**config.mk**
```make
export PLATFORM = sky130hd
export DESIGN_NAME = uart_odbiornik
export DESIGN_NICKNAME = d
export VERILOG_FILES = /design/src/rtl/uart_pkg.sv /design/src/rtl/uart_synchronizator.sv /design/src/rtl/uart_odbiornik.sv
export SDC_FILE = /design/constraint.sdc
export NUM_CORES = 1
export LEC_CHECK = 0
export BUFFER_PORTS_ARGS = -buffer_cell sky130_fd_sc_hd__buf_2
export CORE_UTILIZATION = 40
export CTS_BUF_LIST = sky130_fd_sc_hd__clkbuf_4
export DETAILED_ROUTE_END_ITERATION = 12
export GPL_TIMING_DRIVEN = 0
export SYNTH_ARGS = -nofsm -noshare
export SYNTH_HDL_FRONTEND = slang
export SYNTH_SLANG_ARGS = --single-unit
```
**constraint.sdc**
```tcl
create_clock -name CLK -period 1.9 [get_ports CLK]
set_input_delay 0 -clock CLK [delete_from_list [all_inputs] [get_ports CLK]]
set_output_delay 0 -clock CLK [all_outputs]
set_load 0.01 [all_outputs]
```
**src/rtl/uart_pkg.sv**
```systemverilog
// ============================================================================
// Module   : uart_pkg
// Purpose  : Shared UART definitions for the receiver and the transmitter:
//            the receiver state encoding, default frame timing and the
//            line levels of the start and stop bits.
// Ports    : none (package)
// Revision : 1.0 - initial release
// ============================================================================
`default_nettype none

package uart_pkg;

  // Receiver frame-tracking states.
  typedef enum logic [2:0] {
    IDLE   = 3'd0,
    START  = 3'd1,
    DANE   = 3'd2,
    STOP   = 3'd3,
    CZEKAJ = 3'd4
  } uart_stan_t;

  // Default timing: clock cycles per bit, data bits per frame.
  localparam int c_oversample_def = 16;
  localparam int c_szer_def       = 8;

  // Line levels of the framing bits (idle line is high).
  localparam logic c_bit_start = 1'b0;
  localparam logic c_bit_stop  = 1'b1;

endpackage : uart_pkg

`default_nettype wire

```
**src/rtl/uart_synchronizator.sv**
```systemverilog
// ============================================================================
// Module   : uart_synchronizator
// Purpose  : Two-flop synchroniser bringing an asynchronous input into the
//            clk domain. Both flops reset to RST_VAL so that an idle-high
//            line does not look like activity right after reset.
// Ports    : clk      - destination clock
//            rst_n    - asynchronous active-low reset
//            i_async  - asynchronous input
//            o_sync   - synchronised output (two clock cycles of delay)
// Revision : 1.0 - initial release
// ============================================================================
`default_nettype none

module uart_synchronizator #(
  parameter logic RST_VAL = 1'b1
) (
  input  logic clk,
  input  logic rst_n,
  input  logic i_async,
  output logic o_sync
);

  logic meta_q, meta_d;
  logic sync_q, sync_d;

  always_comb begin
    meta_d = i_async;
    sync_d = meta_q;
  end

  always_ff @(posedge clk or negedge rst_n) begin
    if (!rst_n) begin
      meta_q <= RST_VAL;
      sync_q <= RST_VAL;
    end else begin
      meta_q <= meta_d;
      sync_q <= sync_d;
    end
  end

  assign o_sync = sync_q;

endmodule : uart_synchronizator

`default_nettype wire

```
**src/rtl/uart_odbiornik.sv**
```systemverilog
// ============================================================================
// Module   : uart_odbiornik
// Purpose  : Oversampling UART receiver (8N1 by default, LSB first, idle
//            high). Recovers words with start/stop checks and offers them
//            to the consumer through a level valid / acknowledge handshake.
//            OVERSAMPLE must be even and at least 4.
// Ports    : CLK           - system clock, rising edge
//            RST_n         - asynchronous active-low reset
//            wejscie_odb   - asynchronous serial line, idle 1
//            potwierdz     - consumer acknowledge, clears odebrano
//            slowo_odb     - last correctly received word
//            odebrano      - slowo_odb holds an unacknowledged word
//            odbior        - a frame is in progress
//            blad_ramki    - one-cycle pulse, stop bit sampled low
//            przepelnienie - one-cycle pulse, word overwrote an unread one
// Revision : 1.0 - initial release
// ============================================================================
`default_nettype none

module uart_odbiornik
  import uart_pkg::*;
#(
  parameter int OVERSAMPLE = c_oversample_def,
  parameter int SZER       = c_szer_def
) (
  input  logic            CLK,
  input  logic            RST_n,
  input  logic            wejscie_odb,
  input  logic            potwierdz,
  output logic [SZER-1:0] slowo_odb,
  output logic            odebrano,
  output logic            odbior,
  output logic            blad_ramki,
  output logic            przepelnienie
);

  localparam int LW = $clog2(OVERSAMPLE);
  localparam int NW = $clog2(SZER + 1);

  // Start check lands mid start bit; data/stop samples one full bit later.
  localparam logic [LW-1:0] c_polowa  = LW'(OVERSAMPLE / 2 - 1);
  localparam logic [LW-1:0] c_pelny   = LW'(OVERSAMPLE - 1);
  localparam logic [NW-1:0] c_ostatni = NW'(SZER - 1);

  logic rx;

  uart_synchronizator #(
    .RST_VAL (1'b1)
  ) u_sync (
    .clk     (CLK),
    .rst_n   (RST_n),
    .i_async (wejscie_odb),
    .o_sync  (rx)
  );

  uart_stan_t      stan_q, stan_d;
  logic [LW-1:0]   licznik_q, licznik_d;
  logic [NW-1:0]   nr_bitu_q, nr_bitu_d;
  logic [SZER-1:0] rejestr_q, rejestr_d;
  logic [SZER-1:0] slowo_q, slowo_d;
  logic            odebrano_q, odebrano_d;
  logic            blad_q, blad_d;
  logic            przep_q, przep_d;

  always_ff @(posedge CLK or negedge RST_n) begin
    if (!RST_n) begin
      stan_q     <= IDLE;
      licznik_q  <= '0;
      nr_bitu_q  <= '0;
      rejestr_q  <= '0;
      slowo_q    <= '0;
      odebrano_q <= 1'b0;
      blad_q     <= 1'b0;
      przep_q    <= 1'b0;
    end else begin
      stan_q     <= stan_d;
      licznik_q  <= licznik_d;
      nr_bitu_q  <= nr_bitu_d;
      rejestr_q  <= rejestr_d;
      slowo_q    <= slowo_d;
      odebrano_q <= odebrano_d;
      blad_q     <= blad_d;
      przep_q    <= przep_d;
    end
  end

  always_comb begin
    stan_d     = stan_q;
    licznik_d  = licznik_q;
    nr_bitu_d  = nr_bitu_q;
    rejestr_d  = rejestr_q;
    slowo_d    = slowo_q;
    odebrano_d = odebrano_q;
    blad_d     = 1'b0;
    przep_d    = 1'b0;

    // Acknowledge clears the flag; a same-cycle load below overrides it.
    if (potwierdz) begin
      odebrano_d = 1'b0;
    end

    case (stan_q)
      IDLE: begin
        if (rx == c_bit_start) begin
          stan_d    = START;
          licznik_d = '0;
        end
      end

      START: begin
        if (licznik_q == c_polowa) begin
          licznik_d = '0;
          // A line that is high again mid start bit was only a glitch.
          if (rx == c_bit_start) begin
            stan_d    = DANE;
            nr_bitu_d = '0;
          end else begin
            stan_d = IDLE;
          end
        end else begin
          licznik_d = licznik_q + 1'b1;
        end
      end

      DANE: begin
        if (licznik_q == c_pelny) begin
          licznik_d = '0;
          // LSB arrives first, so shifting in at the MSB ends LSB-aligned.
          rejestr_d = {rx, rejestr_q[SZER-1:1]};
          nr_bitu_d = nr_bitu_q + 1'b1;
          if (nr_bitu_q == c_ostatni) begin
            stan_d = STOP;
          end
        end else begin
          licznik_d = licznik_q + 1'b1;
        end
      end

      STOP: begin
        if (licznik_q == c_pelny) begin
          licznik_d = '0;
          if (rx == c_bit_stop) begin
            slowo_d    = rejestr_q;
            odebrano_d = 1'b1;
            przep_d    = odebrano_q & ~potwierdz;
            // Leaving mid stop bit lets a back-to-back start bit be caught.
            stan_d     = IDLE;
          end else begin
            blad_d = 1'b1;
            stan_d = CZEKAJ;
          end
        end else begin
          licznik_d = licznik_q + 1'b1;
        end
      end

      CZEKAJ: begin
        // Hold off a held-low (break) line so it reports one error only.
        if (rx == c_bit_stop) begin
          stan_d = IDLE;
        end
      end

      default: begin
        stan_d = IDLE;
      end
    endcase
  end

  assign slowo_odb     = slowo_q;
  assign odebrano      = odebrano_q;
  assign odbior        = (stan_q != IDLE);
  assign blad_ramki    = blad_q;
  assign przepelnienie = przep_q;

endmodule : uart_odbiornik

`default_nettype wire

```
==> results.md <==
- Slew @ Worst Pin: 0.691 ns
- Final Cycle Share: 96.2%
- P_int: 0.00127 W
- Worst path top cell family by delay: compound AO/OA/AOI/OAI gates
- Yosys reg bits: 32
- Via count: 995
- Crit path from: licznik_q[3]
- Cell taking the most area after synthesis: dfrtp_1
- CP peak stage delay: 0.48 ns
- Vias/cell: 5.35
- Clk pwr share: 28.1%
- WL per Instance: 14.1 um
- R2R depth: 4
- Final net count: 145
- DIE WIDTH: 61.7 um
- Iter 0 DRT Violations: 60
- Post-synthesis simple-gate area fraction: 14.4%
- Area share of fa/ha/maj cells after synthesis: 1.75%
- Max Fanout on Critical Path: 10
- Launch point of the worst reg-to-reg path: licznik_q[3]
- Die area: 3810 um2
- Mapped cell area: 1430 um2
- Reg2reg setup slack: 0.07 ns
- Slowest stage cell, crit path: or4b_1
- VDD IR max: 0.000550 V
- Port bufs: 15
- Final setup fails: 0
- Routability cong.: 0.820
- Initial core utilization: 42.4%
- Overall power: 0.00186 W
- Power per cell area: 1090 nW/um2
- Clock transition at path regs: 0.10 ns
- CTS sink cnt: 32
- Fillers: 321
- End of the critical path: nr_bitu_q[2]
- Largest net degree at the start of global routing: 33
- Status: completed
- CTS tree: yes
- Yosys Warn Count: 0
- Vias in the first global route: 897
- First-pass GRT wire length: 4.14 mm
- Synthesized area per cell: 12.7 um2
- Die height: 61.7 um
- Net Switching: 0.000584 W
- Utilization after layout: 50.7%
- CP Depth: 4
- Syn-to-layout area delta: 19.6%
- Setup tns final: 0 ns
- GR Overflow Total: 0
- Fmax: 547 MHz
- Critical path cell sequence: buf_2 > or4b_1 > a211o_1 > a221o_1
- Comb pwr share: 27.7%
- Routed Antenna Nets: 0
- Mapped Cells: 112
- N_diodes: 0
- Critical Path Source Type: flip-flop
- Synth area leaders: dfrtp_1 53%, mux2_2 14%, dfstp_2 3.7%
- Distinct cell type count of the synthesized netlist: 39
- Final Slew Violations: 0
- Switch share: 31.4%
- CTS Buf Count: 5
- Slew HR: 53.9%
- CTS Buffer Depth: 2
- RSZ-0062 raised after global routing: no
- Routed WL: 2.62 mm
- CTS root buf: clkbuf_4
- Synth top area share: 52.6%
- Row cnt: 21
- IO Count: 16
- Worst path buffer plus inverter count: 1
- Number of max-cap violations: 0
- WP data arrival: 2.05 ns
- Sequential area share after synthesis: 56.3%
- Layout cell share with drive strength beyond 1: 36.4%
- CP endpoint kind: flip-flop
- Synthesized Nets: 118
- Core Box Area: 3360 um2
- FF-to-FF End: nr_bitu_q[2]
- Sequential group share of total power: 44.1%
- DRC: 0
- Clk_skew: 0.0113 ns
- Fin crit period: 1.83 ns
- Commonest non-fill, non-tap cell in the layout: dfrtp_1
- Xor and xnor area share after synthesis: 0.614%
- Initial antenna violation count: 0
- Gr usage total: 15.4%
- Largest family of logic cells by synthesized area: simple AND/OR/NAND/NOR gates
- Final Hold Fails: 0
- Post-synthesis mux area share: 14.2%
- Worst Hold Class: in2async
- H-tree depth: 2
- First-pass iteration count of the detailed router: 4
- Hpwl dp: 1.65 mm
- CP required: 2.12 ns
- Synth Area in Compound Gates: 9.47%
- Leakage power: 0.848 nW
- Worst skew pair latency: 0.33 ns
- Most frequent cells in the layout: 30 x dfrtp_1, 18 x mux2_2, 16 x buf_2, 6 x nor2_1, 6 x clkbuf_4
- Critical path class: reg2reg
-- layer usage --
layer	vias to the layer above	GRT usage [%]	routed length (um)
met5	-	0	0
met4	0	5.71	40
met3	7	6.21	156
met2	32	23.5	1200
met1	485	19.8	1220
li1	471	-	-
-- state kept, by name, indices dropped and copies added (netlist names) --
register       count
u_sync.meta_q      1
slowo_odb          8
stan_q             3
blad_ramki         1
przepelnienie      1
nr_bitu_q          4
licznik_q          4
u_sync.o_sync      1
rejestr_q          8
odebrano           1
-- metrics by stage --
stage	area (um2)	setup slack, ns	hold slack [ns]	std cells
after floorplan	1430	0.192	-0.296	112
after global routing	1710	0.00875	0.300	186
after CTS	1680	0.00213	0.259	184
after global placement	1560	-0.0915	0.0874	173
after detailed placement	1560	-0.0950	0.0916	173
final	1710	0.0730	0.232	186
-- synth_stat cells --
cell type / n
dfrtp_1: 30
mux2_2: 18
nor2_1: 6
clkbuf_1: 4
a21oi_1: 3
inv_1: 3
nand2_1: 3
nand2b_1: 3
nand3_1: 3
nor3b_1: 3
a211o_1: 2
a21o_1: 2
a22o_1: 2
and3_1: 2
and4b_1: 2
dfstp_2: 2
ha_1: 2
a2111oi_0: 1
a211oi_1: 1
a221o_1: 1
a311o_1: 1
a41oi_1: 1
buf_1: 1
buf_2: 1
buf_6: 1
nand3b_1: 1
nand4_2: 1
nand4b_1: 1
nor2_2: 1
nor2b_1: 1
nor4_1: 1
nor4b_1: 1
nor4bb_1: 1
o211ai_1: 1
o2bb2ai_1: 1
o311ai_0: 1
or3_1: 1
or4b_1: 1
xnor2_1: 1
-- cells by family after synthesis --
| logic type | count (synthesis) |
|---|---|
| flip-flops | 32 |
| adder cells (fa/ha/maj) | 2 |
| multiplexers | 18 |
| buffers and inverters | 10 |
| AO/OA/AOI/OAI | 17 |
| AND/OR/NAND/NOR | 32 |
| XOR/XNOR | 1 |
-- power by group through the flow --
| stage | registers (W) | clock network (W) | logic [W] |
|---|---|---|---|
| 2_1_floorplan | 0.000819 | 0 | 0.000370 |
| 3_3_place_gp | 0.000831 | 0 | 0.000454 |
| 3_5_place_dp | 0.000835 | 0 | 0.000476 |
| 4_1_cts | 0.000821 | 0.000532 | 0.000498 |
| 5_1_grt | 0.000833 | 0.000556 | 0.000574 |
| 6_report | 0.000820 | 0.000523 | 0.000515 |
-- area by class of cell --
class                   count  area (um2)  share of cell area [%]
flip-flops and latches     32         803                    47.1
well taps                  46        57.6                    3.37
clock inverters             2        35.0                    2.05
repair buffers             20         120                    7.04
plain buffers               6        31.3                    1.83
clock buffers               6        45.0                    2.64
inverters                   3        11.3                   0.660
multi-input cells          71         603                    35.3
-- repair_timing --
item	4_1_cts	5_1_grt
hold buffers	3	0
setup buffers	0	2
endpoints found under the setup margin	18	10
resized for setup	3	1
pin swaps	0	2
hold endpoints to repair	33	0
gates cloned	0	1
-- worst min path at each step --
stage | startpoint | end | slack [ns] | cells after the start
after floorplan | RST_n | blad_ramki | -0.30 | 0
after global placement | RST_n | stan_q[1] | 0.09 | 1
after detailed placement | RST_n | stan_q[1] | 0.09 | 1
after CTS | RST_n | stan_q[1] | 0.26 | 2
after global routing | RST_n | stan_q[1] | 0.30 | 2
final | RST_n | licznik_q[3] | 0.23 | 2
Note: power is estimated with default switching activity, not from simulation.
